`config.mk`:
```
export PLATFORM = sky130hd
export DESIGN_NAME = ts_cc_monitor
export DESIGN_NICKNAME = d
export VERILOG_FILES = /design/src/rtl/ts_cc_monitor.sv
export SDC_FILE = /design/constraint.sdc
export NUM_CORES = 1
export LEC_CHECK = 0
export ABC_AREA = 1
export BUFFER_PORTS_ARGS = -buffer_cell sky130_fd_sc_hd__buf_2
export CAP_MARGIN = 20
export CORE_ASPECT_RATIO = 0.8
export CORE_MARGIN = 5
export CORE_UTILIZATION = 55
export CTS_BUF_LIST = sky130_fd_sc_hd__clkbuf_2 sky130_fd_sc_hd__clkbuf_4 sky130_fd_sc_hd__clkbuf_8
export CTS_CLUSTER_DIAMETER = 100
export DETAILED_ROUTE_END_ITERATION = 16
export PLACE_DENSITY_LB_ADDON = 0.08
export SYNTH_ARGS = -nofsm -noshare
export SYNTH_HDL_FRONTEND = slang
export SYNTH_SLANG_ARGS = --single-unit
```
`constraint.sdc`:
```
create_clock -name clk -period 10.4 [get_ports clk]
set_input_delay 2.08 -clock clk [delete_from_list [all_inputs] [get_ports clk]]
set_output_delay 2.08 -clock clk [all_outputs]
set_load 0.01 [all_outputs]
```
`src/rtl/ts_cc_monitor.sv`:
```
// ts_cc_monitor: N-channel MPEG-2 TS continuity-counter monitor.
// Parses each channel's TS header and counts CC discontinuities.
module ts_cc_monitor #(
   parameter int N_CH  = 4,
   parameter int CNT_W = 8,
   parameter int TOT_W = CNT_W + $clog2(N_CH)
) (
   input  logic                  clk,
   input  logic                  reset,
   input  logic [N_CH-1:0]       valid,
   input  logic [N_CH-1:0]       sync,
   input  logic [N_CH*8-1:0]     data,
   input  logic [N_CH*13-1:0]    pid_filter,
   input  logic                  en_reset_counter,
   output logic [N_CH*CNT_W-1:0] error_count,
   output logic [N_CH-1:0]       error_pulse,
   output logic [TOT_W-1:0]      total_errors
);

   logic [TOT_W-1:0] sum;

   for (genvar i = 0; i < N_CH; i++) begin : g_ch
      logic [7:0]       d;
      logic [12:0]      pid;
      logic [12:0]      pid_q;
      logic [2:0]       idx;
      logic [7:0]       b0;
      logic             tei;
      logic [4:0]       pid_hi;
      logic [7:0]       pid_lo;
      logic [3:0]       cc;
      logic [3:0]       cc_inc;
      logic [3:0]       last_cc;
      logic [3:0]       nxt_cc;
      logic [1:0]       afc;
      logic             locked;
      logic             nxt_locked;
      logic             dup_seen;
      logic             nxt_dup;
      logic             hdr_ok;
      logic             eval;
      logic             err;
      logic             pulse_q;
      logic [CNT_W-1:0] cnt_q;

      assign d      = data[8*i +: 8];
      assign pid    = pid_filter[13*i +: 13];
      assign cc     = d[3:0];
      assign afc    = d[5:4];
      assign cc_inc = last_cc + 4'd1;

      // Header capture; idx is the next byte expected, 4 = parked
      always_ff @(posedge clk or posedge reset) begin
         if (reset) begin
            idx    <= 3'd4;
            b0     <= '0;
            tei    <= 1'b0;
            pid_hi <= '0;
            pid_lo <= '0;
         end else if (valid[i]) begin
            if (sync[i]) begin
               b0  <= d;
               idx <= 3'd1;
            end else if (idx < 3'd4) begin
               if (idx == 3'd1) begin
                  tei    <= d[7];
                  pid_hi <= d[4:0];
               end
               if (idx == 3'd2) pid_lo <= d;
               idx <= idx + 3'd1;
            end
         end
      end

      // CC rule evaluation when byte 3 arrives
      always_comb begin
         hdr_ok = (b0 == 8'h47) && !tei &&
                  ({pid_hi, pid_lo} == pid) &&
                  (afc != 2'b00);
         eval   = valid[i] && !sync[i] &&
                  (idx == 3'd3) && hdr_ok;
         err        = 1'b0;
         nxt_cc     = last_cc;
         nxt_locked = locked;
         nxt_dup    = dup_seen;
         if (eval) begin
            if (!locked) begin
               nxt_cc     = cc;
               nxt_locked = 1'b1;
               nxt_dup    = 1'b0;
            end else if (afc[0]) begin
               if (cc == cc_inc) begin
                  nxt_cc  = cc;
                  nxt_dup = 1'b0;
               end else if (cc == last_cc && !dup_seen) begin
                  nxt_dup = 1'b1;
               end else begin
                  err     = 1'b1;
                  nxt_cc  = cc;
                  nxt_dup = 1'b0;
               end
            end else if (cc != last_cc) begin
               err     = 1'b1;
               nxt_cc  = cc;
               nxt_dup = 1'b0;
            end
         end
      end

      // Channel state, error pulse and saturating counter
      always_ff @(posedge clk or posedge reset) begin
         if (reset) begin
            pid_q    <= '0;
            last_cc  <= '0;
            locked   <= 1'b0;
            dup_seen <= 1'b0;
            pulse_q  <= 1'b0;
            cnt_q    <= '0;
         end else begin
            pid_q    <= pid;
            last_cc  <= nxt_cc;
            dup_seen <= nxt_dup;
            locked   <= nxt_locked && (pid == pid_q);
            pulse_q  <= err;
            if (en_reset_counter)
               cnt_q <= '0;
            else if (pulse_q && cnt_q != {CNT_W{1'b1}})
               cnt_q <= cnt_q + CNT_W'(1);
         end
      end

      assign error_count[CNT_W*i +: CNT_W] = cnt_q;
      assign error_pulse[i] = pulse_q;
   end

   // Zero-extended sum of every channel counter
   always_comb begin
      sum = '0;
      for (int k = 0; k < N_CH; k++)
         sum = sum + TOT_W'(error_count[CNT_W*k +: CNT_W]);
   end

   // Registered aggregate
   always_ff @(posedge clk or posedge reset) begin
      if (reset) total_errors <= '0;
      else       total_errors <= sum;
   end

endmodule

```
==> metrics.md <==
| Metric | Value |
|---|---|
| Most common cell in the netlist | nand2_1 |
| RSZ-0062 raised after global routing | no |
| Initial Utilization | 0.5565 |
| Worst slew pin tran | 0.9745 ns |
| Core area | 0.02064 mm² |
| Synth Warn # | 0 |
| Slew Limit Fails | 0 |
| Ys flop type | dfrtp_1 |
| Die X | 171.6 µm |
| Worst min-delay path class | reg -> reg |
| Vias/cell | 4.910 |
| Antenna Nets Post-Route | 0 |
| Final wirelength | 25,280 µm |
| Inserted Clock Buffers | 38 |
| Die height | 139.3 µm |
| Post-DP HPWL | 18,840 µm |
| Total Nets Final | 1,674 |
| Wire per inst | 13.85 µm |
| Diode count | 0 |
| Total GRT Usage | 0.2147 |
| Setup ws final | 7.119 ns |
| Syn_nets | 1,511 |
| Final min period | 3.281 ns |
| CP Class | reg -> out |
| Area fraction of the dominant cell type after synthesis | 0.4749 |
| Met3 Usage GRT | 0.04621 |
| Routability cong. | 0.8515 |
| Met1 Resource Use GR | 0.3325 |
| Tcrit/Tclk final | 0.3155 |
| Final Hold Vio Count | 0 |
| GR peak layer | met1 |
| Clk buf depth | 3 |
| Die ar. | 0.02389 mm² |
| CP bufs+invs | 1 |
| Register area share after synthesis | 0.4841 |
| CP startpoint | g_ch[1].cnt_q[0] |
| LEAKAGE | 0.006986 µW |
| H-tree Lvls | 2 |
| Reg2reg start | g_ch[1].cnt_q[1] |
| Top Ports | 141 |
| Drt drc | 0 |
| Final non-filler cell total | 1,825 |
| Register bit total from synthesis | 222 |
| Hold Crit Start | g_ch[0].b0[1] |
| CP peak stage delay | 0.49 ns |
| WP data required | 8.32 ns |
| Synthesis-to-finish area growth | 15.64% |
| CP max FO | 4 |
| Post-CTS sizing | 0 |
| Top post-synthesis cells by count | nand2_1 (352), inv_1 (225), dfrtp_1 (218) |
| Setup crit start kind | flip-flop |
| Total grt overflow | 0 |
| Hold slack | 0.4822 ns |
| First-pass iteration count of the detailed router | 5 |
| Worst-path clk slew | 0.06 ns |
| # placed instances | 1,758 |
| R2R Setup Slk | 7.40 ns |
| Layout cell share with drive strength beyond 1 | 0.1684 |
| CTS tree | done |
| Final setup viols | 0 |
| Met2 global-route usage | 0.3110 |
| Synth area leader | dfrtp_1 |
| Cell Area, Synth | 0.01149 mm² |
| Crit path cell chain | buf_2 |
| Worst slew margin | 0.3503 |
| Largest net degree at the start of global routing | 144 |
| Vias in the first global route | 8,519 |
| Outcome | complete, no violations |
| Rows | 47 |
| CP Data Arrival Time | 1.20 ns |
| Root buf cell | clkbuf_8 |
| CP Capture Type | primary output |
| Post-synth EDFFs | 0 |
| Max-cap violations | 0 |
| Avg Cell Area, Syn | 8.402 µm² |
| Fmax | 304.8 MHz |
| CTS Hold Bufs | 0 |
| Clk_skew | 0.01409 ns |
| Synth cell types | 37 |
| First-pass GRT wire length | 42,060 µm |
| Pre-CTS setup slack | 6.344 ns |
| Fin area | 0.01328 mm² |
| Synth Instances | 1,367 |
| Clock Latency Late Sink | 0.52 ns |
| P per Cell Area | 179.0 mW/mm² |
| Slowest CP cell | dfrtp_1 |
| DR vias | 8,960 |
| Iteration-0 DRC Markers | 668 |
| IO Port Bufs | 140 |
| Synth top area cells | dfrtp_1 (47%), nand2_1 (12%), inv_1 (7.4%) |
| Post-CTS Setup Inserts | 0 |
| Initial antenna violation count | 0 |
| Fin Setup TNS | 0 ns |
| Post-synthesis async set-or-reset flop share | 1.000 |
| CP delay by family, top | flip-flops |
| # clock sinks | 222 |
| VDD IR-drop max | 131.2 µV |
| DP Area | 0.01245 mm² |
layer usage:
layer / up-vias / routed length, µm
met3: 30 / 1613
li1: 4608 / -
met1: 4117 / 12640
met4: 0 / 317
met5: - / 0
met2: 205 / 10710
cells by family (layout without fill, tap and decap cells):
kind of cell             after synthesis  count (layout)  synth area share
AND/OR/NAND/NOR                      589             589            0.2272
adder cells (fa/ha/maj)               49              49           0.06384
buffers and inverters                250             439           0.08333
flip-flops                           222             222            0.4841
XOR/XNOR                              82              82           0.06253
AO/OA/AOI/OAI                        175             175           0.07898
state kept, by name, indices dropped and copies added (netlist names):
name,flops
g_ch.dup_seen,4
g_ch.idx,12
g_ch.locked,4
g_ch.pid_q,52
g_ch.b0,32
g_ch.last_cc,16
g_ch.pulse_q,4
g_ch.pid_hi,20
g_ch.tei,4
g_ch.pid_lo,32
g_ch.cnt_q,32
total_errors,10
cell usage in the layout, fill, tap and decap left out, types with 2 or more instances in the layout:
| cell | netlist | routed |
|---|---|---|
| nand2_1 | 352 | 352 |
| inv_1 | 225 | 224 |
| dfrtp_1 | 218 | 218 |
| buf_2 | 1 | 140 |
| o21ai_0 | 125 | 125 |
| nor2_1 | 87 | 87 |
| nand3_1 | 57 | 57 |
| clkbuf_8 | 0 | 51 |
| xor2_1 | 45 | 45 |
| xnor2_1 | 37 | 37 |
| ha_1 | 33 | 33 |
| nand4_1 | 32 | 32 |
| a21oi_1 | 31 | 31 |
| fa_1 | 16 | 16 |
| nor3_1 | 14 | 14 |
| or2_2 | 13 | 13 |
| clkbuf_4 | 0 | 11 |
| nand3_2 | 9 | 9 |
| o22ai_1 | 7 | 7 |
| nor2_4 | 7 | 7 |
| inv_2 | 5 | 5 |
| a211oi_1 | 5 | 5 |
| nand2_2 | 4 | 4 |
| o21ai_1 | 4 | 4 |
| clkinv_2 | 0 | 4 |
| dfstp_2 | 4 | 4 |
| nor3_2 | 3 | 3 |
| a21oi_2 | 2 | 2 |
| nor2b_1 | 2 | 2 |
| nand4_2 | 2 | 2 |
| nor3b_1 | 2 | 2 |
cell type report:
class	instances	area, µm²
Fill cell	1810	7358
Clock buffer	62	784.5
Clock inverter	4	20.02
Sequential cell	222	5560
Tap cell	269	336.6
Multi-Input combinational cell	895	4969
Inverter	231	877.1
Timing Repair Buffer	142	735.7
metrics by stage:
step	power (µW)	utilization
2_1_floorplan	1444	-
3_3_place_gp	1547	0.6032
3_5_place_dp	1569	0.6032
4_1_cts	2402	0.6422
5_1_grt	2546	0.6435
6_report	2378	0.6435
final timing paths:
check	to	cells after the start
hold reg to reg	g_ch[0].b0[1]	2
hold / removal	g_ch[0].b0[1]	2
setup reg to reg	total_errors[9]	14
min in group asynchronous	g_ch[0].last_cc[0]	2
setup / recovery	error_count[8]	1
max in group asynchronous	g_ch[2].idx[2]	4
where the power goes:
group	switching (µW)	internal, µW	leakage [µW]	total (µW)
Sequential	103	1020	0.00281	1120
Combinational	252	179	0.00374	431
Clock	349	475	0.000433	824
Note: power is estimated with default switching activity, not from simulation.
